**src/rtl/window_pointer_ctrl_pkg.sv**
```systemverilog
`default_nettype none
// ============================================================================
//  Module   : window_pkg
//  Purpose  : Shared encodings for the register-window pointer controller:
//             operation codes, FSM states, window count and trap types.
//  Revision : 1.0  initial release
// ============================================================================
package window_pkg;

  localparam int         WIN_NWINDOWS = 4;
  localparam logic [7:0] WIN_TT_OVF   = 8'h05;
  localparam logic [7:0] WIN_TT_UNF   = 8'h06;

  localparam logic [2:0] OP_NOP        = 3'd0;
  localparam logic [2:0] OP_SAVE       = 3'd1;
  localparam logic [2:0] OP_RESTORE    = 3'd2;
  localparam logic [2:0] OP_TRAP_ENTER = 3'd3;
  localparam logic [2:0] OP_RETT       = 3'd4;
  localparam logic [2:0] OP_WR_CWP     = 3'd5;
  localparam logic [2:0] OP_WR_WIM     = 3'd6;

  typedef enum logic [1:0] {
    ST_IDLE   = 2'd0,
    ST_CHECK  = 2'd1,
    ST_COMMIT = 2'd2,
    ST_TRAP   = 2'd3
  } state_t;

  // Code 7 is unassigned and behaves exactly like NOP.
  function automatic logic op_is_nop(input logic [2:0] o);
    return (o == OP_NOP) || (o == 3'd7);
  endfunction

endpackage
`default_nettype wire

```
**src/rtl/window_pointer_ctrl_decoder_2x4.sv**
```systemverilog
`default_nettype none
// ============================================================================
//  Module   : decoder_2x4
//  Purpose  : 2-to-4 one-hot decoder with an active-high enable; all outputs
//             are zero while the enable is low.
//  Revision : 1.0  initial release
// ============================================================================
module decoder_2x4 (
  input  logic [1:0] in,
  input  logic       enable,
  output logic [3:0] out
);

  for (genvar i = 0; i < 4; i++) begin : g_dec
    assign out[i] = enable && (in == 2'(i));
  end

endmodule
`default_nettype wire

```
**src/rtl/window_pointer_ctrl.sv**
```systemverilog
`default_nettype none
// ============================================================================
//  Module   : window_pointer_ctrl
//  Purpose  : Current-window-pointer / window-invalid-mask controller.
//             Each accepted op runs IDLE -> CHECK -> COMMIT (or TRAP) and the
//             architectural cwp/wim only change on the COMMIT edge.
//  Revision : 1.0  initial release
// ============================================================================
module window_pointer_ctrl
  import window_pkg::*;
#(
  parameter int         NWINDOWS = WIN_NWINDOWS,  // only 4 is supported
  parameter logic [7:0] TT_OVF   = WIN_TT_OVF,
  parameter logic [7:0] TT_UNF   = WIN_TT_UNF
) (
  input  logic       clk,
  input  logic       reset,
  input  logic       op_valid,
  output logic       op_ready,
  input  logic [2:0] op,
  input  logic [3:0] wr_data,
  output logic [1:0] cwp,
  output logic [3:0] wim,
  output logic [3:0] window_sel,
  output logic       trap_valid,
  output logic [7:0] trap_type,
  input  logic       trap_ack
);

  localparam logic [1:0] C_CWP_MAX = 2'(NWINDOWS - 1);

  state_t     r_state;
  logic [2:0] r_op;
  logic [3:0] r_wr_data;
  logic [1:0] r_new_cwp;
  logic       r_dec_en;

  logic [1:0] w_new_cwp;
  logic       w_ovf;
  logic       w_unf;

  assign op_ready = (r_state == ST_IDLE);

  // Candidate pointer for the latched op, plus the wim-based trap tests.
  // Only SAVE/RESTORE/RETT consult wim; the other ops never trap.
  always_comb begin
    w_new_cwp = cwp;
    case (r_op)
      OP_SAVE, OP_TRAP_ENTER: w_new_cwp = (cwp == 2'd0) ? C_CWP_MAX : cwp - 2'd1;
      OP_RESTORE, OP_RETT:    w_new_cwp = (cwp == C_CWP_MAX) ? 2'd0 : cwp + 2'd1;
      OP_WR_CWP:              w_new_cwp = r_wr_data[1:0];
      default:                w_new_cwp = cwp;
    endcase
    w_ovf = (r_op == OP_SAVE) && wim[w_new_cwp];
    w_unf = ((r_op == OP_RESTORE) || (r_op == OP_RETT)) && wim[w_new_cwp];
  end

  // Control FSM with registered outputs. The decode enable is cleared on the
  // accept edge and set again on the edge that returns to IDLE, which is the
  // same edge that writes cwp, so window_sel never shows a stale pointer.
  always_ff @(posedge clk or posedge reset) begin
    if (reset) begin
      r_state    <= ST_IDLE;
      r_op       <= OP_NOP;
      r_wr_data  <= 4'd0;
      r_new_cwp  <= 2'd0;
      r_dec_en   <= 1'b0;
      cwp        <= 2'd0;
      wim        <= 4'd0;
      trap_valid <= 1'b0;
      trap_type  <= 8'd0;
    end else begin
      case (r_state)
        ST_IDLE: begin
          r_dec_en <= 1'b1;
          if (op_valid && !op_is_nop(op)) begin
            r_op      <= op;
            r_wr_data <= wr_data;
            r_dec_en  <= 1'b0;
            r_state   <= ST_CHECK;
          end
        end
        ST_CHECK: begin
          r_new_cwp <= w_new_cwp;
          if (w_ovf || w_unf) begin
            trap_valid <= 1'b1;
            trap_type  <= w_ovf ? TT_OVF : TT_UNF;
            r_state    <= ST_TRAP;
          end else begin
            r_state <= ST_COMMIT;
          end
        end
        ST_COMMIT: begin
          if (r_op == OP_WR_WIM) begin
            wim <= r_wr_data;
          end else begin
            cwp <= r_new_cwp;
          end
          r_dec_en <= 1'b1;
          r_state  <= ST_IDLE;
        end
        ST_TRAP: begin
          if (trap_ack) begin
            trap_valid <= 1'b0;
            trap_type  <= 8'd0;
            r_dec_en   <= 1'b1;
            r_state    <= ST_IDLE;
          end
        end
        default: r_state <= ST_IDLE;
      endcase
    end
  end

  decoder_2x4 u_decoder (
    .in     (cwp),
    .enable (r_dec_en),
    .out    (window_sel)
  );

endmodule
`default_nettype wire

```
**config.mk**
```make
export PLATFORM = sky130hd
export DESIGN_NAME = window_pointer_ctrl
export DESIGN_NICKNAME = d
export VERILOG_FILES = /design/src/rtl/window_pointer_ctrl_pkg.sv /design/src/rtl/window_pointer_ctrl_decoder_2x4.sv /design/src/rtl/window_pointer_ctrl.sv
export SDC_FILE = /design/constraint.sdc
export NUM_CORES = 1
export LEC_CHECK = 0
export BUFFER_PORTS_ARGS = -buffer_cell sky130_fd_sc_hd__buf_2
export CORE_UTILIZATION = 46
export DETAILED_ROUTE_END_ITERATION = 10
export GPL_ROUTABILITY_DRIVEN = 0
export PLACE_DENSITY = 0.74
export SLEW_MARGIN = 20
export SYNTH_ARGS = -nofsm -noshare
export SYNTH_HDL_FRONTEND = slang
export SYNTH_HIERARCHICAL = 1
export SYNTH_SLANG_ARGS = --single-unit
```
**constraint.sdc**
```tcl
create_clock -name clk -period 2.25 [get_ports clk]
set_input_delay 0.1125 -clock clk [delete_from_list [all_inputs] [get_ports clk]]
set_output_delay 0.1125 -clock clk [all_outputs]
set_load 0.02 [all_outputs]
```
# == After elaboration in Yosys (flattened, before gate mapping) ==
# Index checks and enable logic that the tools add are counted.
# op_classes
n_reduce_logical,24
n_lt_le_gt_ge,1
addsub,2
bitwise_logic,1
mux,19
n_eq_ne,16
# ops
operator,n
2-to-1 mux 8 bit,2
one-hot mux 8 bit (2 select lines),1
"equality test 3 bit, second input constant",4
2-to-1 mux 2 bit,5
AND reduction 2 bit,5
"equality test 2 bit, second input constant",4
one-hot mux 2 bit (4 select lines),1
logical AND 1 bit,7
"equality test 3 x 2 -> 1 bit, second input constant",2
2-to-1 mux 1 bit,6
one-hot mux 2 bit (3 select lines),1
"equality test 2 x 1 -> 1 bit, second input constant",2
zero test 2 bit,2
"!= test 2 bit, second input constant",2
OR reduction 2 bit,2
"equality test 3 x 1 -> 1 bit, second input constant",1
zero test 3 bit,1
logical OR 1 bit,3
"< comparator 2 x 3 -> 1 bit, second input constant",1
one-hot mux 1 bit (3 select lines),1
AND reduction 3 bit,1
nonzero test 3 bit,1
"adder 2 x 1 -> 2 bit, second input constant",1
binary-select mux 1 bit (select 2 bit),1
6 further kinds,6
# word_totals
register_bits,27
word_cells,72
out_inout_bits,20
in_bits,11

# == Depth between registers and ports, before layout ==
# logic_depth
ltp_word,9
depth_mapped,8
mapped_depth_nobuf,8

# == Hierarchy ==
# The synthesis kept the hierarchy.
# by_module_without_submodules
mod,instances,seq_area_each_um2,area_per_inst_um2,cells_each
window_pointer_ctrl,1,525.5,1133.6,101
decoder_2x4,1,0.0,37.5,4

# == Worst setup path after synthesis ==
# Ideal clock, no wire load.
# synth_timing
path_kind,register -> register
startpoint,register cwp[0]
endpoint,register trap_type[0]
path_buffers,0
t_required_ns,2.128
path_slack_ns,0.018
stages_incl_launch_ff,8
period_less_slack_ns,2.232
arrival_ns,2.111
setup_ns,0.122
path_cell_list,dfrtp_1 > ha_1 > or3_1 > a21boi_2 > or3_4 > mux2i_1 > a211o_2 > a32o_1
# synth_between
elab_chain_cells,9
elab_cells_between_ends,17
cone_classes,2 x add/sub; 2 x eq/ne; 8 x mux; 5 x reduce/logical
# synth_rtl
item,line,text
from (decl),window_pointer_ctrl.sv:22,"output logic [1:0] cwp,"
from (signal assigned),window_pointer_ctrl.sv:97,cwp <= r_new_cwp;
"adder 2 x 1 -> 2 bit, or another cell as far along",window_pointer_ctrl.sv:50,"OP_RESTORE, OP_RETT: w_new_cwp = (cwp == C_CWP_MAX) ? 2'd0 : cwp + 2'd1;"
"2-to-1 mux 2 bit, on equally long branches","window_pointer_ctrl.sv:50, window_pointer_ctrl.sv:49",
one-hot mux 2 bit (3 select lines) *,window_pointer_ctrl.sv:48,case (r_op)
binary-select mux 1 bit (select 2 bit) *,"window_pointer_ctrl.sv:54, window_pointer_ctrl.sv:55",
2-to-1 mux 1 bit (implied by the code) *,"window_pointer_ctrl.sv:54, window_pointer_ctrl.sv:55",
"logical AND 1 bit, on equally long branches","window_pointer_ctrl.sv:54, window_pointer_ctrl.sv:55",
2-to-1 mux 2 bit or logical OR 1 bit (tied branches),"window_pointer_ctrl.sv:87, window_pointer_ctrl.sv:85",
2-to-1 mux 8 bit or != test 2 bit (tied branches),--,
one-hot mux 8 bit (2 select lines) or AND reduction 3 bit (tied branches),--,
to (signal assigned),window_pointer_ctrl.sv:87,trap_type <= w_ovf ? TT_OVF : TT_UNF;
to (decl),window_pointer_ctrl.sv:26,"output logic [7:0] trap_type,"
# Mark *: on every way between the ends. The rest lies on a longest branch, timed or not. The select of a mux whose other input is x is not followed.
# A chain may end at the register's enable or synchronous reset.

# == Final worst setup path ==
# Ends and elaborated chain as after synthesis.

==> impl_results.md <==
- Rel. slew slack: 47.9%
- Worst flop-to-flop path startpoint: cwp[0]
- Final net count: 150
- Largest net degree at the start of global routing: 22
- Top metal layer carrying routed signals: met4
- Starting Density: 51.0%
- Clock root buffer: clkbuf_4
- Core Region: 2300 µm²
- Clock Latency Late Sink: 310 ps
- Filler Cell Count: 203
- Area grow syn2layout: 16.8%
- CP Capture Type: register
- Metal2 WL: 1140 µm
- Ant diodes: 0
- Final hold vios: 0
- Arrival @ worst endpoint: 2380 ps
- Post-Syn Area: 1170 µm²
- CTS tree: built
- Compound-Gate Fraction of Synth Area: 11.6%
- Max-cap violation count: 0
- Main flop type after synthesis: dfrtp_1
- Post-synth ARST share: 100%
- Dpl cell area: 1320 µm²
- Final Max Tran Viols: 0
- DR vias/cell: 5.46
- Most common cell on crit path: or3_4
- I/O pin total: 31
- Critical-path maximum fanout: 8
- Sequential-to-total area share from yosys stat: 44.9%
- Worst path required time: 2460 ps
- Clock sinks: 21
- FF-to-FF setup slack: 90 ps
- Tot GR Track Use: 18.9%
- Metal3 WL: 111 µm
- Fmax: 0.462 GHz
- Area of all sequential standard cells: 527 µm²
- Reg2Reg Depth: 7
- DR vias: 896
- Met1 WL: 1010 µm
- Adder-Cell Fraction of Synth Area: 2.14%
- Die ar.: 2750 µm²
- Leak Pwr: 0.665 nW
- Slew at the pin closest to its max-slew limit: 780 ps
- Maximum vdd ir drop: 0.970 mV
- Final setup viols: 0
- Worst-path clk slew: 120 ps
- CP Launch Point: cwp[0]
- I/O Buffers: 25
- Critical Path End: trap_type[0]
- Post-Route WL: 2310 µm
- Final min period: 2160 ps
- Share of layout cells above drive strength 1: 41.9%
- Simple-gate portion of the synthesized area: 15.8%
- Syn Inst Count: 105
- Initial antenna violation count: 0
- Die Ht: 52.5 µm
- Slowest cell delay on critical path: 470 ps
- Area taken by multi-input logic gates: 568 µm²
- Post-DP HPWL: 1760 µm
- Clk_skew: 1.39 ps
- Antenna viol nets, final: 0
- Critical path class: reg -> reg
- Cell Rows: 17
- Main combinational cell family by area after synthesis: multiplexers
- Setup ws final: 86.1 ps
- Total gr overflow: 0
- Post-synthesis mux area share: 16.1%
- Utilization after layout: 59.5%
- Detailed Routing Iterations Pass 1: 6
- PwrDens: 1580 nW/µm²
- H-tree levels: 1
- YS warnings: 6
- XOR/XNOR share of the synthesized area: 0.748%
- Tcrit/Tclk final: 96.2%
- Flop and latch count out of synthesis: 21
- Number of global-route vias before repair: 844
- WL/cell: 14.1 µm
- Design Area, Final: 1370 µm²
- Global-route wire length before repair: 3680 µm
- DP Worst Slack: 0.0739 ps
- Die X: 52.5 µm
- Reg-to-reg endpoint: trap_type[0]
- Netlist cell types: 43
- Outcome: finished, final reports clean
- CP max-delay cell: dfrtp_2
- Syn avg cell area: 11.2 µm²
- Startpoint types: register
- Post-synth EDFFs: 0
- Residual DRC: 0
- 1st-iter DRT viols: 18
- Worst Hold Launch: wr_data[2]
- Clock Path Buffers: 2
- TritonCTS Buffers: 3
- Cell Chain, Critical Path: ha_1, or3_4, a21boi_2, or3_4, mux2i_1, a211o_2, a32o_1
- Worst Hold Class: in -> reg
## routing by layer
metal,vias to the layer above,GRT usage (%)
met5,-,0
met1,429,22.6
met4,0,9.21
met2,31,33.5
met3,5,1.74
li1,431,-
## layout by cell type, fill, tap and decap left out, types with 3 or more instances in the layout
cell type	netlist	layout
buf_2	0	25
buf_4	7	7
clkbuf_4	1	3
conb_1	1	5
dfrtp_1	21	20
inv_1	5	5
mux2_1	6	6
mux2_2	9	9
nand2_1	7	7
nor3_1	4	4
## registers in the layout, indices dropped and copies added (netlist names)
signal / cells
trap_type: 3
r_dec_en: 1
r_wr_data: 4
r_op: 3
wim: 4
cwp: 2
r_new_cwp: 2
r_state: 2
## worst min-delay path by stage
stage                               to  slack (ps)  cells after the start
after CTS                 r_wr_data[2]          20                      2
after floorplan                 cwp[0]          90                      1
after global placement    r_wr_data[3]         280                      2
after global routing      r_wr_data[1]          20                      2
after detailed placement  trap_type[2]         300                      2
final                     r_wr_data[2]          20                      2
## critical path, delay by kind of cell (launching register included)
family | cells | cell delay, ps
simple gates | 2 | 530
mux | 1 | 100
flops | 1 | 470
fa+ha+maj | 1 | 220
compound gates | 3 | 750
## metrics by stage
stage	setup TNS [ps]	cells	total power, W	hold WS (ps)
global route	-1.27	164	0.00232	21.0
finish	0	164	0.00216	22.9
global placement	0	158	0.00190	283
CTS	0	163	0.00215	17.5
floorplan	0	109	0.00163	89.0
detailed placement	0	158	0.00196	304
## what timing repair did
action | CTS | global route
hold buffers | 1 | 0
endpoints found under the setup margin | 1 | 1
hold endpoints to repair | 21 | 0
resized for setup | 1 | 1
pin swaps | 0 | 2
setup buffers | 0 | 1
## cells by family (layout without fill, tap and decap cells)
logic type | after synthesis | count (layout)
and+or+nand+nor | 30 | 30
DFF | 21 | 21
AOI/OAI and AO/OA | 17 | 17
muxes | 17 | 17
buffers and inverters | 16 | 43
adders and majority gates | 2 | 2
other | 1 | 5
xor gates and xnor gates | 1 | 1
## cell usage after synthesis (2+ instances only)
library cell | number | area (µm²)
nor2b_2 | 2 | 17.5
nand3_1 | 2 | 10.0
nor2_1 | 2 | 7.51
mux2i_1 | 2 | 20.0
nor4b_1 | 2 | 17.5
or3_1 | 2 | 12.5
o21ai_0 | 2 | 10.0
inv_1 | 5 | 18.8
ha_1 | 2 | 25.0
dfrtp_1 | 21 | 526
a21oi_1 | 2 | 10.0
mux2_1 | 6 | 67.6
and3b_1 | 2 | 17.5
buf_4 | 7 | 52.6
mux2_2 | 9 | 101
nand2_1 | 7 | 26.3
nor3_1 | 4 | 20.0
## where the power goes
group / internal, W / switching (W)
logic: 0.000580 / 0.000661
registers: 0.000560 / 0.000175
clock network: 0.0000665 / 0.000120
total: 0.00121 / 0.000957
## area by class of cell
type	instances	share of cell area (%)
Clock buffer	3	1.65
Clock inverter	1	0.366
Inverter	6	1.65
Multi-Input combinational cell	72	41.5
Sequential cell	21	38.5
Tap cell	28	2.56
Timing Repair Buffer	33	13.7
No activity file was read; power rests on OpenSTA's default activity.
